==> config.mk <==
export PLATFORM = sky130hd
export DESIGN_NAME = mem_arbiter_2to1_flat
export DESIGN_NICKNAME = d
export VERILOG_FILES = /design/src/rtl/mem_arbiter_2to1_if.sv /design/src/rtl/mem_arbiter_2to1.sv /design/src/flat_wrapper.sv
export SDC_FILE = /design/constraint.sdc
export NUM_CORES = 1
export LEC_CHECK = 0
export BUFFER_PORTS_ARGS = -buffer_cell sky130_fd_sc_hd__buf_2
export CAP_MARGIN = 20
export CORE_AREA = 2 2 316 318
export DETAILED_ROUTE_END_ITERATION = 10
export DIE_AREA = 0 0 318 320
export GPL_TIMING_DRIVEN = 1
export SYNTH_ARGS = -nofsm -noshare
export SYNTH_HDL_FRONTEND = slang
export SYNTH_SLANG_ARGS = --single-unit
==> constraint.sdc <==
create_clock -name clk -period 3.4 [get_ports clk]
set_input_delay 0.34 -clock clk [delete_from_list [all_inputs] [get_ports clk]]
set_output_delay 0.34 -clock clk [all_outputs]
set_load 0.02 [all_outputs]
==> src/rtl/mem_arbiter_2to1_if.sv <==
// Mem_ift memory port: one read channel (ren/raddr -> rvalid/rdata) and one write channel
// (wen/waddr/wdata/wmask -> wvalid). Master drives requests, Slave returns valid pulses.
interface Mem_ift #(
  parameter int ADDR_WIDTH = 64,
  parameter int DATA_WIDTH = 64
);
  logic                    ren;
  logic [ADDR_WIDTH-1:0]   raddr;
  logic                    wen;
  logic [ADDR_WIDTH-1:0]   waddr;
  logic [DATA_WIDTH-1:0]   wdata;
  logic [DATA_WIDTH/8-1:0] wmask;
  logic                    rvalid;
  logic [DATA_WIDTH-1:0]   rdata;
  logic                    wvalid;

  modport Master (
    output ren, raddr, wen, waddr, wdata, wmask,
    input  rvalid, rdata, wvalid
  );

  modport Slave (
    input  ren, raddr, wen, waddr, wdata, wmask,
    output rvalid, rdata, wvalid
  );
endinterface

==> src/rtl/mem_arbiter_2to1.sv <==
// Two-master to one-slave Mem_ift arbiter: one whole transaction at a time, round-robin on contention.
// Optional watchdog enabled by defining MEM_ARB_TIMEOUT_EN (sticky err, all-ones read data on expiry).
module mem_arbiter_2to1 #(
  parameter int ADDR_WIDTH = 64,
  parameter int DATA_WIDTH = 64,
  parameter int TIMEOUT    = 255
) (
  input  logic   clk,
  input  logic   rst,
  Mem_ift.Slave  m0,
  Mem_ift.Slave  m1,
  Mem_ift.Master s,
  output logic   err
);

  localparam int MASK_WIDTH = DATA_WIDTH / 8;

  if (TIMEOUT < 1) begin : g_bad_timeout
    $error("mem_arbiter_2to1: TIMEOUT must be at least 1");
  end
  if ((DATA_WIDTH % 8) != 0) begin : g_bad_width
    $error("mem_arbiter_2to1: DATA_WIDTH must be a multiple of 8");
  end

  typedef enum logic [1:0] {
    IDLE  = 2'd0,
    READ  = 2'd1,
    WRITE = 2'd2
  } state_e;

  state_e state_q, state_d;
  logic   owner_q, owner_d;
  logic   rr_q, rr_d;
  logic   grant;
  logic   timeout_hit;

  logic [1:0]            m_ren, m_wen, m_req;
  logic [1:0]            m_rvalid, m_wvalid;
  logic [ADDR_WIDTH-1:0] m_raddr [2];
  logic [ADDR_WIDTH-1:0] m_waddr [2];
  logic [DATA_WIDTH-1:0] m_wdata [2];
  logic [MASK_WIDTH-1:0] m_wmask [2];
  logic [DATA_WIDTH-1:0] m_rdata [2];

  // Index both masters by number so the owner bit can select directly.
  assign m_ren      = {m1.ren, m0.ren};
  assign m_wen      = {m1.wen, m0.wen};
  assign m_req      = m_ren | m_wen;
  assign m_raddr[0] = m0.raddr;
  assign m_raddr[1] = m1.raddr;
  assign m_waddr[0] = m0.waddr;
  assign m_waddr[1] = m1.waddr;
  assign m_wdata[0] = m0.wdata;
  assign m_wdata[1] = m1.wdata;
  assign m_wmask[0] = m0.wmask;
  assign m_wmask[1] = m1.wmask;

  assign m0.rvalid = m_rvalid[0];
  assign m0.rdata  = m_rdata[0];
  assign m0.wvalid = m_wvalid[0];
  assign m1.rvalid = m_rvalid[1];
  assign m1.rdata  = m_rdata[1];
  assign m1.wvalid = m_wvalid[1];

  always_comb begin
    state_d    = state_q;
    owner_d    = owner_q;
    rr_d       = rr_q;
    grant      = rr_q;
    s.ren      = 1'b0;
    s.raddr    = '0;
    s.wen      = 1'b0;
    s.waddr    = '0;
    s.wdata    = '0;
    s.wmask    = '0;
    m_rvalid   = '0;
    m_wvalid   = '0;
    m_rdata[0] = '0;
    m_rdata[1] = '0;

    unique case (state_q)
      IDLE: begin
        grant = (m_req == 2'b11) ? rr_q : m_req[1];
        if (m_req != 2'b00) begin
          owner_d = grant;
          // A write takes precedence; a concurrent read is granted separately later.
          state_d = m_wen[grant] ? WRITE : READ;
        end
      end

      READ: begin
        if (timeout_hit) begin
          m_rvalid[owner_q] = 1'b1;
          m_rdata[owner_q]  = '1;
          state_d           = IDLE;
          rr_d              = ~owner_q;
        end else begin
          s.ren   = m_ren[owner_q];
          s.raddr = m_raddr[owner_q];
          if (s.rvalid) begin
            m_rvalid[owner_q] = 1'b1;
            m_rdata[owner_q]  = s.rdata;
            state_d           = IDLE;
            rr_d              = ~owner_q;
          end
        end
      end

      WRITE: begin
        if (timeout_hit) begin
          m_wvalid[owner_q] = 1'b1;
          state_d           = IDLE;
          rr_d              = ~owner_q;
        end else begin
          s.wen   = m_wen[owner_q];
          s.waddr = m_waddr[owner_q];
          s.wdata = m_wdata[owner_q];
          s.wmask = m_wmask[owner_q];
          if (s.wvalid) begin
            m_wvalid[owner_q] = 1'b1;
            state_d           = IDLE;
            rr_d              = ~owner_q;
          end
        end
      end

      default: state_d = IDLE;
    endcase
  end

  always_ff @(posedge clk or posedge rst) begin
    if (rst) begin
      state_q <= IDLE;
      owner_q <= 1'b0;
      rr_q    <= 1'b0;
    end else begin
      state_q <= state_d;
      owner_q <= owner_d;
      rr_q    <= rr_d;
    end
  end

`ifdef MEM_ARB_TIMEOUT_EN
  localparam int CNT_WIDTH = ($clog2(TIMEOUT + 1) > 8) ? $clog2(TIMEOUT + 1) : 8;

  logic [CNT_WIDTH-1:0] cnt_q, cnt_d;
  logic                 err_q, err_d;

  assign timeout_hit = (state_q != IDLE) && (cnt_q == CNT_WIDTH'(TIMEOUT));

  always_comb begin
    cnt_d = cnt_q;
    err_d = err_q;
    if (state_q == IDLE) begin
      cnt_d = '0;
    end else if (timeout_hit) begin
      cnt_d = '0;
      err_d = 1'b1;
    end else if (!((state_q == READ && s.rvalid) || (state_q == WRITE && s.wvalid))) begin
      cnt_d = cnt_q + CNT_WIDTH'(1);
    end
  end

  always_ff @(posedge clk or posedge rst) begin
    if (rst) begin
      cnt_q <= '0;
      err_q <= 1'b0;
    end else begin
      cnt_q <= cnt_d;
      err_q <= err_d;
    end
  end

  assign err = err_q;
`else
  assign timeout_hit = 1'b0;
  assign err         = 1'b0;
`endif

endmodule

==> src/flat_wrapper.sv <==
// flat-port wrapper written by rule: the top's interface ports become plain ports
module mem_arbiter_2to1_flat 
#(
  parameter int ADDR_WIDTH = 64,
  parameter int DATA_WIDTH = 64,
  parameter int TIMEOUT    = 255
)
  (clk, rst, err, m0_ren, m0_raddr, m0_wen, m0_waddr, m0_wdata, m0_wmask, m0_rvalid, m0_rdata, m0_wvalid, m1_ren, m1_raddr, m1_wen, m1_waddr, m1_wdata, m1_wmask, m1_rvalid, m1_rdata, m1_wvalid, s_ren, s_raddr, s_wen, s_waddr, s_wdata, s_wmask, s_rvalid, s_rdata, s_wvalid);
  Mem_ift #(.ADDR_WIDTH(ADDR_WIDTH), .DATA_WIDTH(DATA_WIDTH)) m0_i ();
  Mem_ift #(.ADDR_WIDTH(ADDR_WIDTH), .DATA_WIDTH(DATA_WIDTH)) m1_i ();
  Mem_ift #(.ADDR_WIDTH(ADDR_WIDTH), .DATA_WIDTH(DATA_WIDTH)) s_i ();
  input  logic clk;
  input  logic rst;
  output logic err;
  input wire logic [$bits(m0_i.ren)-1:0] m0_ren;
  input wire logic [$bits(m0_i.raddr)-1:0] m0_raddr;
  input wire logic [$bits(m0_i.wen)-1:0] m0_wen;
  input wire logic [$bits(m0_i.waddr)-1:0] m0_waddr;
  input wire logic [$bits(m0_i.wdata)-1:0] m0_wdata;
  input wire logic [$bits(m0_i.wmask)-1:0] m0_wmask;
  output wire logic [$bits(m0_i.rvalid)-1:0] m0_rvalid;
  output wire logic [$bits(m0_i.rdata)-1:0] m0_rdata;
  output wire logic [$bits(m0_i.wvalid)-1:0] m0_wvalid;
  input wire logic [$bits(m1_i.ren)-1:0] m1_ren;
  input wire logic [$bits(m1_i.raddr)-1:0] m1_raddr;
  input wire logic [$bits(m1_i.wen)-1:0] m1_wen;
  input wire logic [$bits(m1_i.waddr)-1:0] m1_waddr;
  input wire logic [$bits(m1_i.wdata)-1:0] m1_wdata;
  input wire logic [$bits(m1_i.wmask)-1:0] m1_wmask;
  output wire logic [$bits(m1_i.rvalid)-1:0] m1_rvalid;
  output wire logic [$bits(m1_i.rdata)-1:0] m1_rdata;
  output wire logic [$bits(m1_i.wvalid)-1:0] m1_wvalid;
  output wire logic [$bits(s_i.ren)-1:0] s_ren;
  output wire logic [$bits(s_i.raddr)-1:0] s_raddr;
  output wire logic [$bits(s_i.wen)-1:0] s_wen;
  output wire logic [$bits(s_i.waddr)-1:0] s_waddr;
  output wire logic [$bits(s_i.wdata)-1:0] s_wdata;
  output wire logic [$bits(s_i.wmask)-1:0] s_wmask;
  input wire logic [$bits(s_i.rvalid)-1:0] s_rvalid;
  input wire logic [$bits(s_i.rdata)-1:0] s_rdata;
  input wire logic [$bits(s_i.wvalid)-1:0] s_wvalid;
  assign m0_i.ren = m0_ren;
  assign m0_i.raddr = m0_raddr;
  assign m0_i.wen = m0_wen;
  assign m0_i.waddr = m0_waddr;
  assign m0_i.wdata = m0_wdata;
  assign m0_i.wmask = m0_wmask;
  assign m0_rvalid = m0_i.rvalid;
  assign m0_rdata = m0_i.rdata;
  assign m0_wvalid = m0_i.wvalid;
  assign m1_i.ren = m1_ren;
  assign m1_i.raddr = m1_raddr;
  assign m1_i.wen = m1_wen;
  assign m1_i.waddr = m1_waddr;
  assign m1_i.wdata = m1_wdata;
  assign m1_i.wmask = m1_wmask;
  assign m1_rvalid = m1_i.rvalid;
  assign m1_rdata = m1_i.rdata;
  assign m1_wvalid = m1_i.wvalid;
  assign s_ren = s_i.ren;
  assign s_raddr = s_i.raddr;
  assign s_wen = s_i.wen;
  assign s_waddr = s_i.waddr;
  assign s_wdata = s_i.wdata;
  assign s_wmask = s_i.wmask;
  assign s_i.rvalid = s_rvalid;
  assign s_i.rdata = s_rdata;
  assign s_i.wvalid = s_wvalid;
  mem_arbiter_2to1 #(.ADDR_WIDTH(ADDR_WIDTH), .DATA_WIDTH(DATA_WIDTH), .TIMEOUT(TIMEOUT)) u_core (.clk(clk), .rst(rst), .m0(m0_i), .m1(m1_i), .s(s_i), .err(err));
endmodule
; Yosys cells after proc, flatten, opt, wreduce, memory -nomap -nowiden
; Index checks and enable logic that the tools add are counted.
[word_totals]
mem_count = 0
ff_bits = 4
romBits = 0
in_bits = 472
output_inout_bits = 335
mem_bits_rw = 0
latch_bits = 0
[classes]
mux = 43
n_reduce_logical = 8
n_addsub = 0
n_shift = 0
n_mul = 0
div_mod_pow = 0
bitwise_logic = 4
n_eq_ne = 6
magnitude_cmp = 5
[op_table]
columns = operator, count
row1 = $mux W64, 13
row2 = $mux W128, 2
row3 = $and A128 B128 Y128, 1
row4 = $demux W64 S1, 1
row5 = $mux W8, 4
row6 = $mux W2, 8
row7 = $mux W1, 12
row8 = $pmux W2 S3, 1
row9 = $reduce_and A3 Y1, 2
row10 = $eq A2 B2 Y1 const B, 2
row11 = $lt A1 B2 Y1 const B, 2
row12 = $ne A2 B2 Y1 const B, 2
row13 = $reduce_bool A2 Y1, 2
row14 = $eq A2 B1 Y1 const B, 1
row15 = $ge A2 B2 Y1 const B, 1
row16 = $logic_and A1 B1 Y1, 2
row17 = $logic_not A2 Y1, 1
row18 = $lt A2 B1 Y1 const B, 1
row19 = $ne A2 B1 Y1 const B, 1
row20 = $not A1 Y2, 1
row21 = $or A2 B2 Y2, 1
row22 = $pmux W1 S2, 1
row23 = $reduce_and A2 Y1, 1
row24 = $demux W1 S1, 1
row25 = 2 further kinds, 2

; Longest topological paths before layout
; Gate-level depths: netlist of run 1.
[depth]
ltp_word = 8
mapped_depth = 6
ltp_nobuf = 3

; Worst setup path after synthesis of run 1
; OpenSTA, ideal clock, no wires.
[synth_timing]
path_type = reg-to-output
startpoint = reg u_core.state_q[1]
endpoint = out s_raddr[13]
required_ns = 3.060
path_stages_with_launch = 6
slack_ns = 1.734
arrival_time_ns = 1.326
cell_sequence = dfrtp_1 -> buf_2 -> nand2b_1 -> buf_2 -> buf_4 -> nor2_1
[synth_between]
elab_chain_cells = 2
[synth_rtl]
columns = element, line
row1 = start: declaration, mem_arbiter_2to1.sv:31  ; state_e state_q, state_d;
row2 = start signal: assignment, mem_arbiter_2to1.sv:137  ; state_q <= state_d;
row3 = $eq A2 B1 Y1, mem_arbiter_2to1.sv:81  ; unique case (state_q)
row4 = $mux W64, mem_arbiter_2to1.sv:81
row5 = end: declaration, flat_wrapper.sv:34  ; output wire logic [$bits(s_i.raddr)-1:0] s_raddr;
; Every way passes these cells.

; Worst setup path after layout of run 1
[layout_timing]
startpoint = reg u_core.owner_q
endpoint = out s_wdata[24]
[layout_between]
elab_chain_cells = 5
[layout_rtl]
columns = element, line
row1 = start: declaration, mem_arbiter_2to1.sv:32  ; logic owner_q, owner_d;
row2 = start signal: assignment, mem_arbiter_2to1.sv:138  ; owner_q <= owner_d;
row3 = $not A1 Y2, --
row4 = $mux W64 (implied by the code) (3 in series), mem_arbiter_2to1.sv:117  ; s.wdata = m_wdata[owner_q];
row5 = $mux W64, mem_arbiter_2to1.sv:81
row6 = end: declaration, flat_wrapper.sv:37  ; output wire logic [$bits(s_i.wdata)-1:0] s_wdata;
; Every way passes these cells. The select of a mux whose other input is x is not followed.

==> metrics.txt, run 1 <==
status finished clean; EDFF count, synth 0; Pwr per Cell Area 603.1 nW/um2; RSZ-0062 raised after global routing false; reg2reg start u_core.state_q[1]; Reg power frac 4.3%; Via density 2.938; sw frac 64.35%; Crit Path Class reg -> out; Chip Width 318 um; max-cap violation count 0; I/O pin count 807; pin count of the biggest net entering global routing 79; final instance area 9793 um2; Synth cell types 25; die height 320 um; antenna viol nets, final 0; grt ovf 0; cell with the most instances after synthesis nor2_1; Final min period 2.967 ns; # port buffers 805; commonest cells in the netlist 204 x nor2_1, 203 x mux2i_1, 128 x and2_1; # rows 115; post-CTS setup buffers 0; CTS sink cnt 4; Seq cells post-synth 4; RR Endpoint u_core.rr_q; Synth area leader mux2i_1; Warnings, synthesis 0; FFs w/ async S/R, synth 100.0%; Vias 7924; initial antenna violation count 149; starting density of the core 4.353%; CTS root buf clkbuf_16; Syn Inst Count 629; final setup margin 0.4328 ns; Final Net Count 1858; Setup WS pre-CTS 0.5342 ns; synth top area cells mux2i_1 48%, and2_1 19%, nor2_1 18%, buf_4 4.0%, buf_2 3.1%; FF-to-FF path depth 3; Worst R2R Setup Slack 2.02 ns; syn avg cell area 6.781 um2; Post-CTS Hold Buffers 0; Final period util 87.27%; cell internal pwr 2.106 mW; core area 97990 um2; clk_lat worst skew 0.22 ns; WL/cell 26.77 um; clk buf depth 2; top cell type's share of synthesized area 47.64%; Max rail drop VDD 0.3092 mV; startpoint types flip-flop; Layout fillers 11600; Pre-antenna DRT Iters 4; Iter 0 DRT Violations 262; Synthesized Nets 1101; DRC viols 0; instance area after placement 9652 um2; cts bufs inserted 3; first-pass GRT wire length 86080 um; Clk network pwr share 3.2%; crit path DAT 2.63 ns; clock skew 0.0003576 ns; DP HPWL 68740 um; TritonCTS clock tree done; htree depth 1; endpoints failing setup 0; Placer Congestion 0.8860; CP Capture Type primary output; P_leak 5.899 nW; Slew HR 43.20%; area grow syn2layout 129.6%; Hold Crit Class in -> async; Total Routing Usage GR 13.51%; die area 101800 um2; clk slew on worst S/H paths 0.03 ns; fraction of layout cells with a size suffix above 1 59.42%; vias in the first global route 7047; Final TNS setup 0 ns; Post-Synthesis Cell Area 4265 um2; fmax 337.0 MHz; # resized after CTS 0; Comb power frac 92.5%; Slew Limit Fails 0; critical path required time 3.06 ns; routed wire length 72210 um; Hold Vio Cnt, Final 0; sequential area share after synthesis 2.347%; Critical Path Fanout Max 50; Main synth FF type dfrtp_1; NetSw 3.801 mW; Worst-Margin Slew 0.8283 ns
==> metrics by stage <==
step	power (mW)	cells	hold slack, ns	utilization, %
floorplan	3.652	629	0.1061	-
global placement	5.840	2668	0.2404	9.850
detailed placement	5.896	2668	0.2508	9.850
CTS	6.098	2672	0.02037	9.930
global route	6.346	2679	0.03188	9.948
finish	5.907	2697	0.01172	9.994
==> metal layers <==
layer / up-vias / GRT usage, % / wire length (um)
met5: - / 0 / 671
met4: 100 / 2.085 / 1729
met3: 216 / 8.460 / 11090
met2: 639 / 20.39 / 29800
met1: 3359 / 16.38 / 28930
li1: 3610 / - / -
==> final cells by class <==
type / instances / area (um2) / area share, %
sequential: 4 / 103.9 / 1.060
timing repair buffer: 814 / 4146 / 42.34
antenna: 25 / 62.56 / 0.6388
inverter: 4 / 15.01 / 0.1533
clock buffer: 4 / 78.83 / 0.8049
multi-input combinational: 559 / 3776 / 38.56
tap: 1287 / 1610 / 16.44
==> cell usage in the layout (no fill, tap or decap), drive strengths merged, types with 3 or more instances in the layout <==
master,count
and2,128
buf,814
clkbuf,4
dfrtp,4
diode,25
inv,4
mux2i,203
nand2,5
nor2,204
nor3,3
==> worst max path at each step <==
stage	from	endpoint	slack (ns)	depth (start not counted)
final	u_core.owner_q	s_wdata[24]	0.43	4
after global routing	u_core.owner_q	s_wdata[24]	0.27	4
after CTS	u_core.owner_q	s_wdata[24]	0.28	4
after detailed placement	u_core.owner_q	s_wdata[24]	0.53	4
after global placement	u_core.owner_q	s_wdata[24]	0.56	4
after floorplan	u_core.state_q[1]	s_raddr[13]	1.73	5
==> logic make-up (layout without fill, tap and decap cells) <==
group | count (synthesis) | after routing | share of synthesized area (%)
muxes | 203 | 203 | 47.64
and+or+nand+nor | 346 | 346 | 38.72
other | 1 | 26 | 0.08792
buffers and inverters | 66 | 822 | 9.651
AOI/OAI and AO/OA | 9 | 9 | 1.555
DFF | 4 | 4 | 2.347
==> registers in the layout (all words and copies together) (netlist names) <==
name,cells
u_core.state_q,2
u_core.owner_q,1
u_core.rr_q,1
==> worst max-delay path: stages, from the launching register on <==
cell and delay (ns):
dfrtp_4 0.89, buf_12 0.39, mux2i_1 0.75, nor2_1 0.10, buf_2 0.19
==> power by group through the flow <==
| stage | clock network [mW] | registers, mW | logic [mW] |
|---|---|---|---|
| after floorplan | 0 | 0.0854 | 3.57 |
| after global placement | 0 | 0.258 | 5.58 |
| after detailed placement | 0 | 0.263 | 5.63 |
| after CTS | 0.193 | 0.264 | 5.64 |
| after global routing | 0.198 | 0.274 | 5.87 |
| final | 0.189 | 0.256 | 5.46 |
Power figures use the tool's default switching activity.
==> run 2: changes to the inputs <==
--- a/config.mk
+++ b/config.mk
@@ -8,6 +8,7 @@
 export BUFFER_PORTS_ARGS = -buffer_cell sky130_fd_sc_hd__buf_2
 export CAP_MARGIN = 20
 export CORE_AREA = 2 2 316 318
+export CTS_BUF_LIST = sky130_fd_sc_hd__clkbuf_4 sky130_fd_sc_hd__clkbuf_8
 export DETAILED_ROUTE_END_ITERATION = 10
 export DIE_AREA = 0 0 318 320
 export GPL_TIMING_DRIVEN = 1
==> constraint.sdc (replaced) <==
create_clock -name clk -period 3.8 [get_ports clk]
set_input_delay 0.38 -clock clk [delete_from_list [all_inputs] [get_ports clk]]
set_output_delay 0.38 -clock clk [all_outputs]
set_load 0.02 [all_outputs]
==> metrics.txt, run 2 (synthesized netlist as in run 1, its figures left out) <==
Chip Width 318 um; status finished clean; Biggest register u_core.state_q; most common cell after layout, fill and taps aside buf_2; htree depth 1; Slew HR 37.14%; CTS root buf clkbuf_8; Layout fillers 11600; Comb power frac 93.4%; DP HPWL 67020 um; cell internal pwr 1.813 mW; antenna viol nets, final 0; starting density of the core 4.353%; clk buf depth 2; critical path required time 3.42 ns; instance area after placement 9632 um2; core area 97990 um2; Clk network pwr share 1.9%; Slew Limit Fails 0; # port buffers 805; max-cap violation count 0; clock skew 0.002246 ns; DRC viols 0; CTS sink cnt 4; routed wire length 70380 um; Pwr per Cell Area 552.1 nW/um2; Final min period 3.084 ns; endpoints failing setup 0; Worst-Margin Slew 0.9429 ns; sw frac 66.22%; die area 101800 um2; biggest regs u_core.state_q: 2 flops, u_core.owner_q: 1 flops, u_core.rr_q: 1 flops; Final period util 81.16%; crit path DAT 2.70 ns; post-CTS setup buffers 0; Iter 0 DRT Violations 431; P_leak 5.876 nW; Critical Path Fanout Max 50; Total Routing Usage GR 13.11%; first-pass GRT wire length 83740 um; I/O pin count 807; Crit Path Class reg -> out; Via density 2.996; pin count of the biggest net entering global routing 79; Hold Crit Class in -> async; max FFs per register 2; Pre-antenna DRT Iters 5; most frequent cells in the layout 805 x buf_2, 204 x nor2_1, 203 x mux2i_1; fmax 324.2 MHz; Reg power frac 4.7%; NetSw 3.555 mW; CP Capture Type primary output; vias in the first global route 7054; # resized after CTS 0; # rows 115; WL/cell 26.18 um; Vias 8053; Max rail drop VDD 0.4441 mV; initial antenna violation count 130; Placer Congestion 0.8939; clk slew on worst S/H paths 0.03 ns; die height 320 um; fraction of layout cells with a size suffix above 1 59.47%; grt ovf 0; clk_lat worst skew 0.22 ns; final hold slack 0.04333 ns; Post-CTS Hold Buffers 0; final instance area 9723 um2; RSZ-0062 raised after global routing false; startpoint types flip-flop; area grow syn2layout 128.0%; TritonCTS clock tree done; Final Net Count 1857; cts bufs inserted 3; Final TNS setup 0 ns; Hold Vio Cnt, Final 0
==> run 2: cell types whose count changed in the layout (fill, tap and decap cells not counted), sizes merged <==
cell	change
diode	-8
buf	-1
==> run 2: layer usage <==
metal,wire (um),track usage (%),vias up
li1,-,-,3587
met1,27760,15.93,3447
met2,29200,19.83,697
met3,11170,8.156,216
met4,1584,1.894,106
met5,668,0,-
==> run 2: final timing paths <==
| path | from | endpoint | slack (ns) | cells after the start |
|---|---|---|---|---|
| max | u_core.owner_q | s_raddr[62] | 0.72 | 4 |
| min | rst | u_core.owner_q | 0.04 | 2 |
| max reg2reg | u_core.owner_q | u_core.rr_q | 2.40 | 1 |
| min reg2reg | u_core.rr_q | u_core.rr_q | 0.62 | 2 |
| max in group asynchronous | rst | u_core.owner_q | 3.59 | 2 |
| min in group clk | s_rvalid | u_core.state_q[0] | 0.40 | 2 |
==> run 2: power groups by stage <==
stage	Clock, mW	Sequential [mW]	Combinational (mW)
floorplan	0	0.0764	3.19
global placement	0	0.259	5.05
detailed placement	0	0.263	5.08
CTS	0.105	0.263	5.09
global route	0.111	0.272	5.30
finish	0.103	0.253	5.01
==> run 2: critical path, cell delays in order (launching register included) <==
cell and delay [ns]:
dfrtp_4 1.02, buf_12 0.40, mux2i_1 0.69, nor2_1 0.12, buf_2 0.20
==> run 2: metrics by stage <==
| step | std cells | worst slack (ns) | util, % | power [mW] |
|---|---|---|---|---|
| after global placement | 2667 | 0.9022 | 9.830 | 5.306 |
| after floorplan | 629 | 2.094 | - | 3.268 |
| final | 2688 | 0.7159 | 9.923 | 5.368 |
| after global routing | 2682 | 0.5502 | 9.907 | 5.688 |
| after detailed placement | 2667 | 0.8909 | 9.830 | 5.348 |
| after CTS | 2671 | 0.6461 | 9.879 | 5.459 |
==> run 2: layout make-up <==
cell class | instances | area [um2] | area share [%]
Sequential cell | 4 | 103.9 | 1.068
Clock buffer | 4 | 48.80 | 0.5019
Timing Repair Buffer | 813 | 4126 | 42.44
Antenna cell | 17 | 42.54 | 0.4375
Inverter | 4 | 15.01 | 0.1544
Tap cell | 1287 | 1610 | 16.56
Multi-Input combinational cell | 559 | 3776 | 38.84
==> run 3: changes to the inputs <==
--- a/config.mk
+++ b/config.mk
@@ -7,10 +7,10 @@
 export LEC_CHECK = 0
 export BUFFER_PORTS_ARGS = -buffer_cell sky130_fd_sc_hd__buf_2
 export CAP_MARGIN = 20
-export CORE_AREA = 2 2 316 318
+export CORE_AREA = 2 2 318 320
 export CTS_BUF_LIST = sky130_fd_sc_hd__clkbuf_4 sky130_fd_sc_hd__clkbuf_8
 export DETAILED_ROUTE_END_ITERATION = 10
-export DIE_AREA = 0 0 318 320
+export DIE_AREA = 0 0 320 322
 export GPL_TIMING_DRIVEN = 1
 export SYNTH_ARGS = -nofsm -noshare
 export SYNTH_HDL_FRONTEND = slang
==> constraint.sdc (replaced) <==
create_clock -name clk -period 2.7 [get_ports clk]
set_input_delay 0.27 -clock clk [delete_from_list [all_inputs] [get_ports clk]]
set_output_delay 0.27 -clock clk [all_outputs]
set_load 0.02 [all_outputs]
==> metrics.txt, run 3 (synthesized netlist as in run 1, its figures left out) <==
Slew HR 23.59%; max incr delay on CP 0.93 ns; clk_lat worst skew 0.22 ns; die height 322 um; Via density 2.928; Buf/Inv on CP 3; max FFs per register 2; first-pass GRT wire length 82550 um; I/O pin count 807; final setup margin -0.07772 ns; Layout fillers 11770; reg2reg start u_core.state_q[1]; htree depth 1; CP top delay family multiplexers; clk buf depth 2; Iter 0 DRT Violations 464; core area 99570 um2; final instance area 9853 um2; Hold Crit Class in -> reg; CTS sink cnt 4; Chip Width 320 um; max-cap violation count 0; cts bufs inserted 3; endpoints failing setup 1; die area 103000 um2; most frequent cells in the layout 805 x buf_2, 204 x nor2_1, 200 x mux2i_1; Slowest cell on crit path mux2i_1; crit path DAT 2.51 ns; fmax 360.0 MHz; pin count of the biggest net entering global routing 138; Final Net Count 1862; failing checks setup timing; area grow syn2layout 131.0%; Biggest register u_core.state_q; antenna viol nets, final 0; end of the worst hold path u_core.state_q[0]; Worst R2R Setup Slack 1.39 ns; post-CTS setup buffers 0; Worst-Margin Slew 1.114 ns; DRC viols 0; CTS root buf clkbuf_8; Hold Vio Cnt, Final 0; instance area after placement 9731 um2; Vias 7930; Critical Path Fanout Max 32; Setup WS pre-CTS 0.1298 ns; most frequent CP cell buf_12; CP Capture Type primary output; clk slew on worst S/H paths 0.03 ns; # port buffers 805; most common cell after layout, fill and taps aside buf_2; biggest regs u_core.state_q: 2 flops, u_core.owner_q: 1 flops, u_core.rr_q: 1 flops; TritonCTS clock tree done; DP HPWL 66170 um; crit-path cells buf_12 > buf_12 > mux2i_1 > nor2_1 > buf_2; Crit Path Class reg -> out; hold_sp s_rvalid; critical path required time 2.43 ns; grt ovf 0; clock skew 0.004338 ns; WL/cell 25.84 um; WHS Path Cells 2; RR Endpoint u_core.rr_q; startpoint types flip-flop; P_leak 5.918 nW; Total Routing Usage GR 12.67%; routed wire length 69980 um; status finished with violations; RSZ-0062 raised after global routing false; Pre-antenna DRT Iters 5; Max rail drop VDD 0.5182 mV; Slew Limit Fails 0; initial antenna violation count 97; # rows 116; fraction of layout cells with a size suffix above 1 59.76%; Final min period 2.778 ns; Pwr Total 7.697 mW; Pwr per Cell Area 781.1 nW/um2; Final period util 102.9%; FF-to-FF path depth 3; Placer Congestion 0.8579; vias in the first global route 6922; starting density of the core 4.284%
## run 3: metrics by stage
step | instances | TNS [ns] | utilization [%] | hold slack [ns]
after floorplan | 629 | 0 | - | 0.03608
after global placement | 2681 | 0 | 9.766 | 0.1688
after detailed placement | 2682 | 0 | 9.773 | 0.1802
after CTS | 2687 | 0 | 9.843 | 0.3100
after global routing | 2700 | 0 | 9.876 | 0.3122
final | 2708 | -0.07772 | 9.896 | 0.3110
## run 3: where the power goes
group          internal (mW)  total [mW]  switching (mW)
Combinational           2.46        7.36            4.91
Sequential            0.0945       0.187          0.0927
Clock                  0.111       0.146          0.0350
Total                   2.66        7.70            5.03
## run 3: area by class of cell
class                   count  area (um2)  share of cell area [%]
multi-input cells         559        3792                   38.49
well taps                1298        1624                   16.48
diodes                     21       52.55                  0.5333
flip-flops and latches      4       103.9                   1.054
repair buffers            818        4217                   42.79
inverters                   4       15.01                  0.1524
clock buffers               4       48.80                  0.4952
## run 3: repair_timing
item,CTS,global route
hold buffers,1,0
endpoints found under the hold margin,4,0
setup endpoints to repair,3,0
gates resized for setup,3,0
## run 3: routing by layer
layer / global-route usage (%) / up-vias / wire length, um
met4: 1.659 / 56 / 1760
met3: 3.471 / 185 / 6557
li1: - / 3604 / -
met1: 17.06 / 3485 / 30600
met5: 0 / - / 362
met2: 20.54 / 600 / 30710
## run 3: worst max-delay path by stage
stage / start / endpoint / slack, ns / depth (start not counted)
after global routing: u_core.owner_q / s_wdata[10] / 0.05 / 5
final: u_core.owner_q / s_wdata[10] / -0.08 / 5
after detailed placement: u_core.owner_q / s_waddr[6] / 0.13 / 5
after CTS: u_core.owner_q / s_wdata[10] / 0.09 / 5
after global placement: u_core.owner_q / s_wdata[13] / 0.16 / 5
after floorplan: u_core.state_q[1] / s_raddr[13] / 1.10 / 5
